File: src/rtl/jpeg_fb_writer.sv
// JPEG decoder framebuffer writer: converts pixels to RGB565 halfword writes
// through a one-entry pixel stage and a small write FIFO, and tracks frame completion.
module jpeg_fb_writer #(
    parameter int unsigned FIFO_DEPTH = 4
) (
    input  logic        clk_i,
    input  logic        rst_ni,
    input  logic [31:0] cfg_base_i,
    input  logic [15:0] cfg_stride_i,
    input  logic        pixel_valid_i,
    output logic        pixel_accept_o,
    input  logic [15:0] pixel_width_i,
    input  logic [15:0] pixel_height_i,
    input  logic [15:0] pixel_x_i,
    input  logic [15:0] pixel_y_i,
    input  logic [7:0]  pixel_r_i,
    input  logic [7:0]  pixel_g_i,
    input  logic [7:0]  pixel_b_i,
    output logic        mem_req_o,
    input  logic        mem_accept_i,
    output logic [31:0] mem_addr_o,
    output logic [31:0] mem_data_o,
    output logic [3:0]  mem_strb_o,
    output logic        frame_done_o,
    output logic        idle_o
);

    localparam int unsigned AW = (FIFO_DEPTH > 1) ? $clog2(FIFO_DEPTH) : 1;
    localparam int unsigned CW = AW + 1;

    typedef struct packed {
        logic [31:0] addr;
        logic [31:0] data;
        logic [3:0]  strb;
    } wr_req_t;

    // Registered state
    logic          ready_q;
    logic          s1_valid_q, s1_valid_d;
    logic [15:0]   s1_x_q, s1_x_d;
    logic [15:0]   s1_y_q, s1_y_d;
    logic [7:0]    s1_r_q, s1_r_d;
    logic [7:0]    s1_g_q, s1_g_d;
    logic [7:0]    s1_b_q, s1_b_d;
    logic [31:0]   base_q, base_d;
    logic [15:0]   stride_q, stride_d;
    logic [15:0]   width_q, width_d;
    logic [15:0]   height_q, height_d;
    logic [31:0]   frame_cnt_q, frame_cnt_d;
    logic [31:0]   retired_q, retired_d;
    logic          idle_q, idle_d;
    logic          done_q, done_d;
    logic [CW-1:0] wr_ptr_q, wr_ptr_d;
    logic [CW-1:0] rd_ptr_q, rd_ptr_d;
    wr_req_t       fifo_q [FIFO_DEPTH];

    // Combinational helpers
    logic [CW-1:0] fifo_cnt;
    logic          fifo_empty;
    logic          fifo_full;
    logic [31:0]   frame_total;
    logic          frame_received;
    logic          pix_hs;
    logic          s1_clip;
    logic          s1_push;
    logic          s1_drop;
    logic          mem_pop;
    logic [1:0]    retire_inc;
    logic [31:0]   retired_sum;
    logic          frame_end;
    logic [31:0]   s1_addr;
    logic [15:0]   s1_rgb565;
    wr_req_t       s1_req;
    wr_req_t       head;
    logic          unused_color_bits;

    assign fifo_cnt    = wr_ptr_q - rd_ptr_q;
    assign fifo_empty  = (fifo_cnt == '0);
    assign fifo_full   = (fifo_cnt == CW'(FIFO_DEPTH));
    assign frame_total = 32'(width_q) * 32'(height_q);

    // Once every pixel of the frame has been taken, stall until it fully retires
    assign frame_received = (frame_cnt_q != 32'd0) && (frame_cnt_q >= frame_total);

    // S1 is always free unless it holds a pixel that cannot enter a full FIFO
    assign pixel_accept_o = ready_q & ~(s1_valid_q & fifo_full) & ~frame_received;
    assign pix_hs         = pixel_valid_i & pixel_accept_o;

    assign s1_clip   = (s1_x_q >= width_q) | (s1_y_q >= height_q);
    assign s1_push   = s1_valid_q & ~s1_clip & ~fifo_full;
    assign s1_drop   = s1_valid_q & s1_clip;
    assign mem_pop   = ~fifo_empty & mem_accept_i;

    assign retire_inc  = {1'b0, mem_pop} + {1'b0, s1_drop};
    assign retired_sum = retired_q + 32'(retire_inc);
    assign frame_end   = (retire_inc != 2'd0) && (retired_sum >= frame_total);

    assign s1_addr   = (base_q + (32'(s1_y_q) * 32'(stride_q)) + {15'd0, s1_x_q, 1'b0})
                       & 32'hFFFF_FFFE;
    assign s1_rgb565 = {s1_r_q[7:3], s1_g_q[7:2], s1_b_q[7:3]};

    always_comb begin
        s1_req      = '0;
        s1_req.addr = s1_addr;
        s1_req.data = {s1_rgb565, s1_rgb565};
        s1_req.strb = s1_addr[1] ? 4'b1100 : 4'b0011;
    end

    assign unused_color_bits = ^{s1_r_q[2:0], s1_g_q[1:0], s1_b_q[2:0]};

    // Next-state logic
    always_comb begin
        s1_valid_d  = s1_valid_q;
        s1_x_d      = s1_x_q;
        s1_y_d      = s1_y_q;
        s1_r_d      = s1_r_q;
        s1_g_d      = s1_g_q;
        s1_b_d      = s1_b_q;
        base_d      = base_q;
        stride_d    = stride_q;
        width_d     = width_q;
        height_d    = height_q;
        frame_cnt_d = frame_cnt_q;
        retired_d   = retired_q;
        idle_d      = idle_q;
        done_d      = 1'b0;
        wr_ptr_d    = wr_ptr_q;
        rd_ptr_d    = rd_ptr_q;

        if (s1_push || s1_drop) begin
            s1_valid_d = 1'b0;
        end
        if (pix_hs) begin
            s1_valid_d  = 1'b1;
            s1_x_d      = pixel_x_i;
            s1_y_d      = pixel_y_i;
            s1_r_d      = pixel_r_i;
            s1_g_d      = pixel_g_i;
            s1_b_d      = pixel_b_i;
            frame_cnt_d = frame_cnt_q + 32'd1;
            if (frame_cnt_q == 32'd0) begin
                base_d   = cfg_base_i;
                stride_d = cfg_stride_i;
                width_d  = pixel_width_i;
                height_d = pixel_height_i;
                idle_d   = 1'b0;
            end
        end

        if (s1_push) begin
            wr_ptr_d = wr_ptr_q + CW'(1);
        end
        if (mem_pop) begin
            rd_ptr_d = rd_ptr_q + CW'(1);
        end

        retired_d = retired_sum;
        if (frame_end) begin
            retired_d   = 32'd0;
            frame_cnt_d = 32'd0;
            done_d      = 1'b1;
            idle_d      = 1'b1;
        end
    end

    always_ff @(posedge clk_i or negedge rst_ni) begin
        if (!rst_ni) begin
            ready_q     <= 1'b0;
            s1_valid_q  <= 1'b0;
            s1_x_q      <= 16'd0;
            s1_y_q      <= 16'd0;
            s1_r_q      <= 8'd0;
            s1_g_q      <= 8'd0;
            s1_b_q      <= 8'd0;
            base_q      <= 32'd0;
            stride_q    <= 16'd0;
            width_q     <= 16'd0;
            height_q    <= 16'd0;
            frame_cnt_q <= 32'd0;
            retired_q   <= 32'd0;
            idle_q      <= 1'b1;
            done_q      <= 1'b0;
            wr_ptr_q    <= '0;
            rd_ptr_q    <= '0;
        end else begin
            ready_q     <= 1'b1;
            s1_valid_q  <= s1_valid_d;
            s1_x_q      <= s1_x_d;
            s1_y_q      <= s1_y_d;
            s1_r_q      <= s1_r_d;
            s1_g_q      <= s1_g_d;
            s1_b_q      <= s1_b_d;
            base_q      <= base_d;
            stride_q    <= stride_d;
            width_q     <= width_d;
            height_q    <= height_d;
            frame_cnt_q <= frame_cnt_d;
            retired_q   <= retired_d;
            idle_q      <= idle_d;
            done_q      <= done_d;
            wr_ptr_q    <= wr_ptr_d;
            rd_ptr_q    <= rd_ptr_d;
        end
    end

    // Payload storage needs no reset: outputs are gated by occupancy
    always_ff @(posedge clk_i) begin
        if (s1_push) begin
            fifo_q[wr_ptr_q[AW-1:0]] <= s1_req;
        end
    end

    assign head         = fifo_q[rd_ptr_q[AW-1:0]];
    assign mem_req_o    = ~fifo_empty;
    assign mem_addr_o   = mem_req_o ? head.addr : 32'd0;
    assign mem_data_o   = mem_req_o ? head.data : 32'd0;
    assign mem_strb_o   = mem_req_o ? head.strb : 4'd0;
    assign frame_done_o = done_q;
    assign idle_o       = idle_q;

endmodule
File: config.mk
export PLATFORM = sky130hd
export DESIGN_NAME = jpeg_fb_writer
export DESIGN_NICKNAME = d
export VERILOG_FILES = /design/src/rtl/jpeg_fb_writer.sv
export SDC_FILE = /design/constraint.sdc
export NUM_CORES = 2
export LEC_CHECK = 0
export CAP_MARGIN = 20
export CORE_UTILIZATION = 52
export DETAILED_ROUTE_END_ITERATION = 16
export PLACE_DENSITY = 0.75
export REMOVE_ABC_BUFFERS = 1
export SLEW_MARGIN = 10
export SYNTH_ARGS = -nofsm -noshare
export SYNTH_HDL_FRONTEND = slang
export SYNTH_SLANG_ARGS = --single-unit
File: constraint.sdc
create_clock -name clk_i -period 30.7 [get_ports clk_i]
set_clock_uncertainty 0.05 [all_clocks]
set_input_delay 6.14 -clock clk_i [delete_from_list [all_inputs] [get_ports clk_i]]
set_output_delay 6.14 -clock clk_i [all_outputs]
set_load 0.02 [all_outputs]
# Word-level counts from Yosys, hierarchy flattened
# Memories as Yosys holds them, arrays and structs flattened.
# Cells that the tools add are included.
# op_classes
mux	15
add_sub_neg	8
n_bitwise	14
eq_ne	1
div_mod_pow	0
mul	2
reduce_logical	12
order_cmp	4
shift	0
# op_table
cell	count
$mux W32	5
$ge A32 B32 Y1	2
$mul A16 B16 Y32	2
$add A32 B1 Y32 const B	1
$add A32 B17 Y32	1
$add A32 B2 Y32	1
$add A32 B32 Y32	1
$ge A16 B16 Y1	2
$logic_not A32 Y1	1
$reduce_bool A32 Y1	1
$and A1 B1 Y1	8
$mux W1	8
$mux W4	2
$reduce_bool A2 Y1	4
$add A3 B1 Y3 const B	2
$not A1 Y1	5
$reduce_and A2 Y1	2
$eq A3 B3 Y1 const B	1
$logic_not A3 Y1	1
$sub A3 B3 Y3	1
$add A1 B1 Y2	1
$logic_and A1 B1 Y1	2
$logic_or A1 B1 Y1	1
$or A1 B1 Y1	1
# totals
ram_bits	268
romBits	0
n_memories	1
latch_bits	0
word_cells	74
input_bits	140
register_bits	210
output_inout_bits	72
# memory_table
memory	words	width	rd	rd_ports_with_merged_regs	write_ports	line_no	text
fifo_q	4	67	1	0	1	55	wr_req_t fifo_q [FIFO_DEPTH];

# Depth between registers and ports, before layout
# logic_depth
depth_word	10
mapped_depth	37

# Worst setup path after synthesis
# OpenSTA, ideal clock, no wires.
# synth_path
path_type	register -> output
from	register height_q[4]
to	output pixel_accept_o
setup_slack_ns	16.015
stages_incl_launch_ff	36
arrival_time_ns	8.495
cell_sequence	dfrtp_1 inv_1 buf_1 nor2_1 fa_1 inv_1 fa_1 fa_1 fa_1 inv_1 fa_1 inv_1 fa_1 inv_1 ha_1 a211oi_1 o21bai_1 a21oi_1 a21oi_1 o21a_1 o21a_1 o21a_1 o21ai_0 nand2b_1 a311oi_1 ha_1 and4_1 a221o_1 a221o_1 o21ai_0 o31ai_2 a2111oi_4 nor3_2 buf_6 buf_4 inv_1
# synth_via
elab_chain_len	5
# synth_rtl
element	line_no	text
from (decl)	48	logic [15:0] height_q, height_d;
from (signal assigned)	196	height_q <= height_d;
$mul A16 B16 Y32	80	assign frame_total = 32'(width_q) * 32'(height_q);
$ge A32 B32 Y1	83	assign frame_received = (frame_cnt_q != 32'd0) && (frame_cnt_q >= frame_total);
$logic_and A1 B1 Y1	83	
$not A1 Y1	86	assign pixel_accept_o = ready_q & ~(s1_valid_q & fifo_full) & ~frame_received;
$and A1 B1 Y1	86	
to (decl)	11	output logic pixel_accept_o,
# No other way between the ends.

# Worst setup path after layout
# layout_path
from	register width_q[5]
to	output pixel_accept_o
# layout_via
elab_chain_len	5
# layout_rtl
element	line_no	text
from (decl)	47	logic [15:0] width_q, width_d;
from (signal assigned)	195	width_q <= width_d;
$mul A16 B16 Y32	80	
$ge A32 B32 Y1	83	
$logic_and A1 B1 Y1	83	
$not A1 Y1	86	
$and A1 B1 Y1	86	
# No other way between the ends.

==> results.cfg <==
[floorplan]
start_util_pct = 52.5
ios = 212
die-area_um2 = 70200
row_count = 96
core_area_um2 = 68500
die_x_um = 265
die_h_um = 265

[detailed_routing]
drc = 0
routed_wl_um = 83000
dr.pass1.iters = 5
vias = 24300
via_per_inst = 5.54
antenna_left = 0
drtIter0Drc = 1459
wl_per_cell_um = 18.9

[timing]
fin_ws_ns = 13.89
fmax_mhz = 59.5
setup-tns-final_ns = 0
setup_viol = 0
worst_pin_slew_ns = 1.07
hold_slack_ns = 0.406
finalHoldViolations = 0
rsz0062_at_grt = false
relSlewSlack_pct = 28.6
slew_violations = 0
fin_crit_sh_pct = 54.7
period_needed_ns = 16.81

[critical_path]
cpPeakStageDelay_ns = 0.67
cp_common_cell = fa_1
cp.required_ns = 24.51
crit_fanout = 24
crit_type = reg2out
reg2reg_slack_ns = 20.12
cp_slowest_cell = dfrtp_1
start_kind = flop
worstRegToRegCells = 34
worst_ep_arrival_time_ns = 10.62
crit_path_end_kind = output port

[global_routing]
grt_max_degree = 84
grt_pass1_vias = 25300
grtUsageTotal_pct = 24.3
grt_pass1_wl_um = 134000
overflow = 0
antenna_found_initial = 0

[placement]
dp_slack_ns = 14.58
portBuffers = 202
gp_congestion = 0.932
hpwlAfterDp_um = 62500

[clock_network]
cts_tree = yes
clkTransAtPathRegs_ns = 0.06
root_buffer = clkbuf_16
clock_latency_ns = 0.61
cts_buffers = 45
ctsHoldBuffers = 0
post_cts_buffers = 0
htreeDepth = 2
clock_sinks = 394
cts_resized = 0
cts.path.max_buffers = 3

[synth]
synth_area_leaders = fa_1, edfxtp_1, dfrtp_1
netlist_top_cells_count = inv_1, fa_1, nand2_1, ha_1, dfrtp_1
synth_seq_cells = 394
ys_warn_count = 0
netlist_area_um2 = 35900
yosys.area.top_type = fa_1
synth_top_cell_area_share_pct = 24.3
syn_avg_cell_area_um2 = 10.8
yosys_most_used_dff = dfrtp_1
yosysSeqAreaShare_pct = 30.1
yosysMostFrequentCell = inv_1
synthArstFlopShare_pct = 51.3
synth_edf_count = 192
syn_inst = 3328
synth_cell_types = 81

[hold_path]
hold_path.class = reg2reg
whs_path_depth = 2

[finish]
fin_nets = 4346
drive_gt1_share_pct = 8.57
fill_cells = 5658
finish.utilization_pct = 58.8
area_growth_pct = 12.1
diodes = 0

[outcome]
status = complete, no violations

[flow_run]
cap_violations = 0
## critical path, delay by kind of cell (launching register included)
family / cells / cell delay, ns
AOI/OAI and AO/OA: 14 / 3.53
buffers and inverters: 8 / 1.61
and+or+nand+nor: 4 / 0.63
DFF: 1 / 0.67
adders and majority gates: 8 / 3.60
## metrics by stage
stage	instances	cell area (µm²)
2_1_floorplan	3191	35300
3_3_place_gp	4300	38600
3_5_place_dp	4300	38600
4_1_cts	4383	40300
5_1_grt	4384	40300
6_report	4384	40300
## final timing paths
path / start / end
min reg2reg: idle_o / idle_o
min in group asynchronous: rst_ni / width_q[10]
max in group asynchronous: rst_ni / width_q[1]
max reg2reg: width_q[5] / frame_cnt_q[14]
max: width_q[5] / pixel_accept_o
min: idle_o / idle_o
## placed cells by master, fill, tap and decap left out, drive strengths merged, types with 32 or more instances in the layout
| cell type | count |
|---|---|
| o21ai | 50 |
| nor2b | 57 |
| edfxtp | 192 |
| clkdlybuf4s50 | 201 |
| nand3 | 35 |
| xnor2 | 58 |
| nor2 | 152 |
| nand2 | 357 |
| dfrtp | 201 |
| mux4 | 48 |
| inv | 607 |
| xor2 | 32 |
| and2 | 149 |
| fa | 436 |
| a21oi | 83 |
| mux2 | 131 |
| clkbuf | 57 |
| a21o | 38 |
| ha | 304 |
## layer usage
metal | vias to the layer above | global-route usage [%] | part of all wire, % | routed length (µm)
met2 | 723 | 42.7 | 51 | 42300
met1 | 12400 | 31.1 | 40 | 33500
met3 | 171 | 3.55 | 5.8 | 4810
met5 | - | 0 | 0 | 0
met4 | 0 | 7.34 | 2.8 | 2350
li1 | 11000 | - | - | -
## flip-flops by register name, summed over array words and instances, names as in the netlist, 5 cells and up
name	cells
base_q	32
fifo_q	192
frame_cnt_q	32
height_q	16
retired_q	32
s1_b_q	5
s1_g_q	6
s1_r_q	5
s1_x_q	16
s1_y_q	16
stride_q	16
width_q	16
## layout make-up
type | count | area, µm² | area share [%]
Clock buffer | 57 | 1230 | 3.06
Clock inverter | 26 | 395 | 0.981
Inverter | 611 | 2290 | 5.69
Multi-Input combinational cell | 2186 | 22200 | 55.1
Sequential cell | 394 | 10800 | 26.9
Tap cell | 882 | 1100 | 2.74
Timing Repair Buffer | 228 | 2230 | 5.55
## kinds of logic after synthesis
family / synth area share [%]
flops: 30.1
buf+inv: 8.23
compound gates: 5.32
xor+xnor: 2.21
fa+ha+maj: 34.9
simple gates: 12.1
other cells: 0.0209
mux: 7.14
Power is not shown: default switching activity piles up to over one toggle a cycle in this logic, so the estimate is an artifact.
